--- src/rtl/ble_crc24_if.sv ---
// Bit-stream and control bundle for the BLE CRC-24 engine.
// Carries whiten_seed only when BLE_CRC_WHITEN_EN is defined.
interface ble_crc24_if #(
    parameter int LEN_W = 12
);
    logic             start;
    logic             mode;
    logic             crc_init_sel;
    logic [23:0]      crc_init;
    logic [LEN_W-1:0] bit_count;
    logic             bit_in;
    logic             bit_valid;
`ifdef BLE_CRC_WHITEN_EN
    logic [6:0]       whiten_seed;
`endif
    logic             bit_out;
    logic             bit_out_valid;
    logic             busy;
    logic             done;
    logic             crc_ok;
    logic [23:0]      crc_value;
    logic             overrun;

    modport master (
        output start, mode, crc_init_sel, crc_init,
        output bit_count, bit_in, bit_valid,
`ifdef BLE_CRC_WHITEN_EN
        output whiten_seed,
`endif
        input  bit_out, bit_out_valid, busy, done,
        input  crc_ok, crc_value, overrun
    );

    modport slave (
        input  start, mode, crc_init_sel, crc_init,
        input  bit_count, bit_in, bit_valid,
`ifdef BLE_CRC_WHITEN_EN
        input  whiten_seed,
`endif
        output bit_out, bit_out_valid, busy, done,
        output crc_ok, crc_value, overrun
    );
endinterface

--- src/rtl/ble_crc24_engine.sv ---
// Serial BLE CRC-24 generate/check stage between the CRC bit FIFO and the PHY.
// Optional data whitening (x^7+x^4+1) is enabled by defining BLE_CRC_WHITEN_EN.
module ble_crc24_engine #(
    parameter int          LEN_W        = 12,
    parameter logic [23:0] CRC_INIT_DEF = 24'h555555
) (
    input  logic       clk,
    input  logic       reset,
    ble_crc24_if.slave bus
);
    localparam logic [2:0] S_IDLE    = 3'd0;
    localparam logic [2:0] S_DATA    = 3'd1;
    localparam logic [2:0] S_CRC_OUT = 3'd2;
    localparam logic [2:0] S_CRC_IN  = 3'd3;
    localparam logic [2:0] S_FIN     = 3'd4;

    localparam logic [23:0] POLY = 24'h00065B;

    logic [2:0]       r_state;
    logic [23:0]      r_crc;
    logic [LEN_W-1:0] r_cnt;
    logic [LEN_W-1:0] r_len;
    logic [4:0]       r_ccnt;
    logic             r_mode;
    logic             r_bit_out;
    logic             r_bit_out_valid;
    logic             r_busy;
    logic             r_done;
    logic             r_crc_ok;
    logic             r_overrun;

    logic             w_wb;
    logic             w_lfsr_bit;
    logic             w_last_pdu;
    logic             w_last_crc;
    logic [2:0]       w_tail_state;

    function automatic logic [23:0] f_step(
        input logic [23:0] c,
        input logic        b
    );
        logic fb;
        fb = b ^ c[23];
        return {c[22:0], 1'b0} ^ (fb ? POLY : 24'h0);
    endfunction

`ifdef BLE_CRC_WHITEN_EN
    logic [6:0] r_w;
    logic       w_adv;

    assign w_wb  = r_w[6];
    assign w_adv = ((r_state == S_DATA) && bus.bit_valid)
                 || (r_state == S_CRC_OUT)
                 || ((r_state == S_CRC_IN) && bus.bit_valid);

    // Bit 6 of the seed is always forced high.
    always_ff @(posedge clk or posedge reset) begin
        if (reset) begin
            r_w <= '0;
        end else if ((r_state == S_IDLE) && bus.start) begin
            r_w <= bus.whiten_seed | 7'h40;
        end else if (w_adv) begin
            r_w <= {r_w[5:3], r_w[2] ^ r_w[6], r_w[1:0], r_w[6]};
        end
    end
`else
    assign w_wb = 1'b0;
`endif

    // RX de-whitens before the LFSR; TX feeds the raw PDU bit.
    assign w_lfsr_bit   = bus.bit_in ^ (r_mode & w_wb);
    assign w_last_pdu   = (r_cnt == (r_len - LEN_W'(1)));
    assign w_last_crc   = (r_ccnt == 5'd23);
    assign w_tail_state = r_mode ? S_CRC_IN : S_CRC_OUT;

    always_ff @(posedge clk or posedge reset) begin
        if (reset) begin
            r_state         <= S_IDLE;
            r_crc           <= '0;
            r_cnt           <= '0;
            r_len           <= '0;
            r_ccnt          <= '0;
            r_mode          <= 1'b0;
            r_bit_out       <= 1'b0;
            r_bit_out_valid <= 1'b0;
            r_busy          <= 1'b0;
            r_done          <= 1'b0;
            r_crc_ok        <= 1'b0;
            r_overrun       <= 1'b0;
        end else begin
            r_done <= 1'b0;
            case (r_state)
                S_IDLE: begin
                    r_bit_out_valid <= 1'b0;
                    if (bus.start) begin
                        r_crc     <= bus.crc_init_sel ? bus.crc_init
                                                      : CRC_INIT_DEF;
                        r_cnt     <= '0;
                        r_ccnt    <= '0;
                        r_mode    <= bus.mode;
                        r_len     <= bus.bit_count;
                        r_busy    <= 1'b1;
                        r_crc_ok  <= 1'b0;
                        r_overrun <= 1'b0;
                        if (bus.bit_count == '0) begin
                            r_state <= bus.mode ? S_CRC_IN : S_CRC_OUT;
                        end else begin
                            r_state <= S_DATA;
                        end
                    end
                end
                S_DATA: begin
                    r_bit_out_valid <= bus.bit_valid;
                    if (bus.bit_valid) begin
                        r_bit_out <= bus.bit_in ^ w_wb;
                        r_crc     <= f_step(r_crc, w_lfsr_bit);
                        r_cnt     <= r_cnt + LEN_W'(1);
                        if (w_last_pdu) begin
                            r_state <= w_tail_state;
                        end
                    end
                end
                S_CRC_OUT: begin
                    r_bit_out       <= r_crc[23] ^ w_wb;
                    r_bit_out_valid <= 1'b1;
                    r_crc           <= {r_crc[22:0], 1'b0};
                    r_ccnt          <= r_ccnt + 5'd1;
                    if (bus.bit_valid) begin
                        r_overrun <= 1'b1;
                    end
                    if (w_last_crc) begin
                        r_ccnt  <= '0;
                        r_state <= S_FIN;
                    end
                end
                S_CRC_IN: begin
                    r_bit_out_valid <= 1'b0;
                    if (bus.bit_valid) begin
                        r_crc  <= f_step(r_crc, w_lfsr_bit);
                        r_ccnt <= r_ccnt + 5'd1;
                        if (w_last_crc) begin
                            r_ccnt  <= '0;
                            r_state <= S_FIN;
                        end
                    end
                end
                S_FIN: begin
                    r_bit_out_valid <= 1'b0;
                    r_done          <= 1'b1;
                    r_busy          <= 1'b0;
                    r_crc_ok        <= r_mode && (r_crc == 24'h0);
                    r_state         <= S_IDLE;
                end
                default: begin
                    r_bit_out_valid <= 1'b0;
                    r_state         <= S_IDLE;
                end
            endcase
        end
    end

    assign bus.bit_out       = r_bit_out;
    assign bus.bit_out_valid = r_bit_out_valid;
    assign bus.busy          = r_busy;
    assign bus.done          = r_done;
    assign bus.crc_ok        = r_crc_ok;
    assign bus.crc_value     = r_crc;
    assign bus.overrun       = r_overrun;
endmodule

--- src/flat_wrapper.sv ---
// flat-port wrapper written by rule: the top's interface ports become plain ports
module ble_crc24_engine_flat 
#(
    parameter int          LEN_W        = 12,
    parameter logic [23:0] CRC_INIT_DEF = 24'h555555
)
  (clk, reset, bus_start, bus_mode, bus_crc_init_sel, bus_crc_init, bus_bit_count, bus_bit_in, bus_bit_valid, bus_bit_out, bus_bit_out_valid, bus_busy, bus_done, bus_crc_ok, bus_crc_value, bus_overrun);
  ble_crc24_if #(.LEN_W(LEN_W)) bus_i ();
  input  logic clk;
  input  logic reset;
  input wire logic [$bits(bus_i.start)-1:0] bus_start;
  input wire logic [$bits(bus_i.mode)-1:0] bus_mode;
  input wire logic [$bits(bus_i.crc_init_sel)-1:0] bus_crc_init_sel;
  input wire logic [$bits(bus_i.crc_init)-1:0] bus_crc_init;
  input wire logic [$bits(bus_i.bit_count)-1:0] bus_bit_count;
  input wire logic [$bits(bus_i.bit_in)-1:0] bus_bit_in;
  input wire logic [$bits(bus_i.bit_valid)-1:0] bus_bit_valid;
  output wire logic [$bits(bus_i.bit_out)-1:0] bus_bit_out;
  output wire logic [$bits(bus_i.bit_out_valid)-1:0] bus_bit_out_valid;
  output wire logic [$bits(bus_i.busy)-1:0] bus_busy;
  output wire logic [$bits(bus_i.done)-1:0] bus_done;
  output wire logic [$bits(bus_i.crc_ok)-1:0] bus_crc_ok;
  output wire logic [$bits(bus_i.crc_value)-1:0] bus_crc_value;
  output wire logic [$bits(bus_i.overrun)-1:0] bus_overrun;
  assign bus_i.start = bus_start;
  assign bus_i.mode = bus_mode;
  assign bus_i.crc_init_sel = bus_crc_init_sel;
  assign bus_i.crc_init = bus_crc_init;
  assign bus_i.bit_count = bus_bit_count;
  assign bus_i.bit_in = bus_bit_in;
  assign bus_i.bit_valid = bus_bit_valid;
  assign bus_bit_out = bus_i.bit_out;
  assign bus_bit_out_valid = bus_i.bit_out_valid;
  assign bus_busy = bus_i.busy;
  assign bus_done = bus_i.done;
  assign bus_crc_ok = bus_i.crc_ok;
  assign bus_crc_value = bus_i.crc_value;
  assign bus_overrun = bus_i.overrun;
  ble_crc24_engine #(.LEN_W(LEN_W), .CRC_INIT_DEF(CRC_INIT_DEF)) u_core (.clk(clk), .reset(reset), .bus(bus_i));
endmodule
--- config.mk ---
export PLATFORM = sky130hd
export DESIGN_NAME = ble_crc24_engine_flat
export DESIGN_NICKNAME = d
export VERILOG_FILES = /design/src/rtl/ble_crc24_if.sv /design/src/rtl/ble_crc24_engine.sv /design/src/flat_wrapper.sv
export SDC_FILE = /design/constraint.sdc
export NUM_CORES = 1
export LEC_CHECK = 0
export BUFFER_PORTS_ARGS = -buffer_cell sky130_fd_sc_hd__buf_2
export CAP_MARGIN = 20
export CORE_MARGIN = 2
export CORE_UTILIZATION = 30
export DETAILED_ROUTE_END_ITERATION = 7
export PLACE_DENSITY = 0.55
export SLEW_MARGIN = 20
export SYNTH_ARGS = -nofsm -noshare
export SYNTH_HDL_FRONTEND = slang
export SYNTH_SLANG_ARGS = --single-unit
--- constraint.sdc ---
create_clock -name clk -period 4.91 [get_ports clk]
set_clock_uncertainty 0.2 [all_clocks]
set_input_delay 0.491 -clock clk [delete_from_list [all_inputs] [get_ports clk]]
set_output_delay 0.491 -clock clk [all_outputs]
set_load 0.02 [all_outputs]
==> run metrics <==
Comb power frac=between 40% and 50%; core box area=10,900 um2; sequential area share after synthesis=between 40% and 50%; Final Hold Slack=0.202 ns; switching power=1.34 mW; # diodes=0; first-pass GRT wire length=14.8 mm; Post-synth EDFFs=0; main flop type after synthesis=dfrtp_1; DRC violations left=0; Rel. slew slack=32.7%; Peak VDD IR=roughly 320 uV; Cell Area, Synth=~3400 um2; die height=approximately 110 um; Setup CP Type=reg2reg; status=finished, final reports clean; setup bufs post-CTS=0; Power Density=approximately 700 nW/um2; layout cells sized above 1=22.5%; dpl hpwl=6.64 mm; Data arrival, critical path=2.64 ns; P&R area growth vs syn=22.8%; RSZ-0062 raised after global routing=false; max-cap viol count=0; Hold-fix buffers, CTS=0; CTS max path bufs=2; Die Area=approximately 12,000 um2; final hold violation count=0; met2 WL=a little over 4 mm; FP Rows=38; vias in the first global route=approximately 3,000; min Tclk post-route=2.66 ns; root buf cell=clkbuf_16; I/O Pins=73; Int Power=1.59 mW; Resized cells post-CTS=0; startpoint type of the worst setup path=flip-flop; Sw Ratio=between 40 and 50%; largest net degree at the start of global routing=64; final setup fails=0; clock tree sinks=63; synthesized instance count=383; total gr overflow=0; TritonCTS clock tree=yes; Period Utilization, post-route=between 50% and 60%; via count=3,099; critical-path maximum fanout=12; fmax=~380 MHz; synth top area cells=dfrtp_1, o21ai_0, nand2_1, nor2_1, xor2_1; most area-hungry cell type in the Yosys netlist=dfrtp_1; FF+latch count, synth=63; crit end category=flip-flop; drt total wl=9.07 mm; Synth async-reset ratio=100%; initial cell density of the core=31.0%; gr usage total=between 10% and 20%; die width=between 100 and 150 um; Syn. warnings=0; Iteration-0 DRC Markers=~130; Worst-Margin Slew=just over 1 ns; static leakage=approximately 1.8 nW; R2R cell count=6; final instance area=~4200 um2; H-tree Lvls=3; Hold Path Class=in2reg; TritonCTS buffer count=9; Vias per Instance=slightly above 5; nets@finish=approximately 500; clk slew on worst S/H paths=around 0.050 ns; hold path cells=3; CP required=between 4 and 5 ns; Yosys cell types=47; drt wl/cell=around 15 um; DRT Pass-1 Iters=4; FILL cells=roughly 1,100; Seq pwr share=approximately a third; GP Congestion=around 0.95; Placed Area=about 3900 um2; Clk pwr share=a little under a fifth; M1 wire length=4.31 mm; met3 WL=503 um; latest clock arrival within the worst-skew pair=roughly 0.32 ns; initial antenna violation count=0; Synth Area per Inst=between 8 and 9 um2; syn_nets=about 430; area share of the largest cell type after synthesis=between 40 and 50%; Routed Antenna Nets=0; top sig layer=met4; # port buffers=between 70 and 80; setup_tns=0 ns; count of pins over their slew limit=0
-- per-layer routing --
metal	track usage (%)	up-vias
li1	-	1523
met1	21.6	1465
met2	24.6	103
met3	4.70	8
met4	4.11	0
met5	0	-
-- worst max-delay path: stages (launching register included) --
cell and delay, ns:
dfrtp_1 0.54, nor4bb_1 0.85, o2111ai_1 0.32, nor2_1 0.28, nand3_1 0.13, xor2_1 0.15, nor2_1 0.06
-- final timing paths --
check | from | endpoint | slack [ns]
setup / recovery | u_core.r_state[2]$_DFFE_PP0P_ | u_core.r_cnt[9]$_DFFE_PP0P_ | 2.25
hold / removal | bus_bit_count[1] | u_core.r_len[1]$_DFFE_PP0P_ | 0.20
max in group asynchronous | reset | u_core.r_len[5]$_DFFE_PP0P_ | 3.77
hold reg to reg | u_core.bus.busy$_DFFE_PP0P_ | u_core.bus.busy$_DFFE_PP0P_ | 0.28
setup reg to reg | u_core.r_state[2]$_DFFE_PP0P_ | u_core.r_cnt[9]$_DFFE_PP0P_ | 2.25
min in group asynchronous | reset | u_core.bus.crc_value[18]$_DFFE_PP0P_ | 0.21
-- per-stage QoR --
stage	util, %	power [mW]	worst slack (ns)	std cells
global route	38.1	3.17	2.01	598
CTS	38.1	2.96	2.28	598
global placement	35.7	2.36	2.31	582
floorplan	-	1.95	2.43	383
detailed placement	35.7	2.39	2.25	582
finish	38.1	2.93	2.25	598
-- logic make-up after synthesis --
group | share of synthesized area [%]
adder cells (fa/ha/maj) | 1.11
AND/OR/NAND/NOR | 22.3
AO/OA/AOI/OAI | 17.5
buffers and inverters | 3.32
XOR/XNOR | 5.94
multiplexers | 3.28
flip-flops | 46.5
-- power by group through the flow --
| stage | sequential, mW | combinational [mW] | clock (mW) |
|---|---|---|---|
| after floorplan | 1.07 | 0.886 | 0 |
| after global placement | 1.02 | 1.34 | 0 |
| after detailed placement | 1.02 | 1.36 | 0 |
| after CTS | 1.02 | 1.37 | 0.573 |
| after global routing | 1.06 | 1.52 | 0.600 |
| final | 1.02 | 1.35 | 0.554 |
-- registers in the layout, summed over array words and instances, names as in the netlist --
signal and count:
u_core.bus.busy 1, u_core.r_len 12, u_core.r_mode 1, u_core.bus.done 1, u_core.r_state 3, u_core.r_ccnt 5, u_core.bus.crc_ok 1, u_core.bus.crc_value 24
u_core.bus.bit_out 1, u_core.r_cnt 12, u_core.bus.overrun 1, u_core.bus.bit_out_valid 1
-- placed cells by master, fill, tap and decap left out, drive strengths merged, types with 3 or more instances in the layout --
cell     instances
a21oi           13
a31oi           17
a41oi            3
buf             76
clkbuf          12
clkinv           3
dfrtp           63
ha               3
inv             13
mux2             9
nand2           47
nand2b           3
nand3           19
nand4            6
nor2            42
nor3             9
nor4             9
o2111ai          3
o21ai           44
or3             11
xnor2            8
xor2            15
-- cells in the mapped netlist, types with 2 or more instances --
cell type	number
nor3b_1	2
o21ai_0	43
a21o_1	2
or3_1	11
o2111ai_1	3
mux2_2	8
nor4_1	8
o41ai_1	2
a41o_1	2
nand2_1	47
nor2b_1	2
o22ai_1	2
nand3_1	19
clkbuf_1	17
a41oi_1	2
nand4_1	6
nand2b_1	3
a31oi_1	17
inv_1	13
xnor2_1	8
xor2_1	15
ha_1	3
dfrtp_1	63
nor2_1	42
a21oi_1	13
nor3_1	9
-- cell type report --
type / count / area (um2) / share of cell area (%)
multi-input cells: 290 / 1710 / 41.2
flip-flops and latches: 63 / 1580 / 37.9
inverters: 13 / 48.8 / 1.17
repair buffers: 76 / 390 / 9.37
clock inverters: 4 / 22.5 / 0.541
well taps: 140 / 175 / 4.21
clock buffers: 12 / 236 / 5.68
Note: power is estimated with default switching activity, not from simulation.
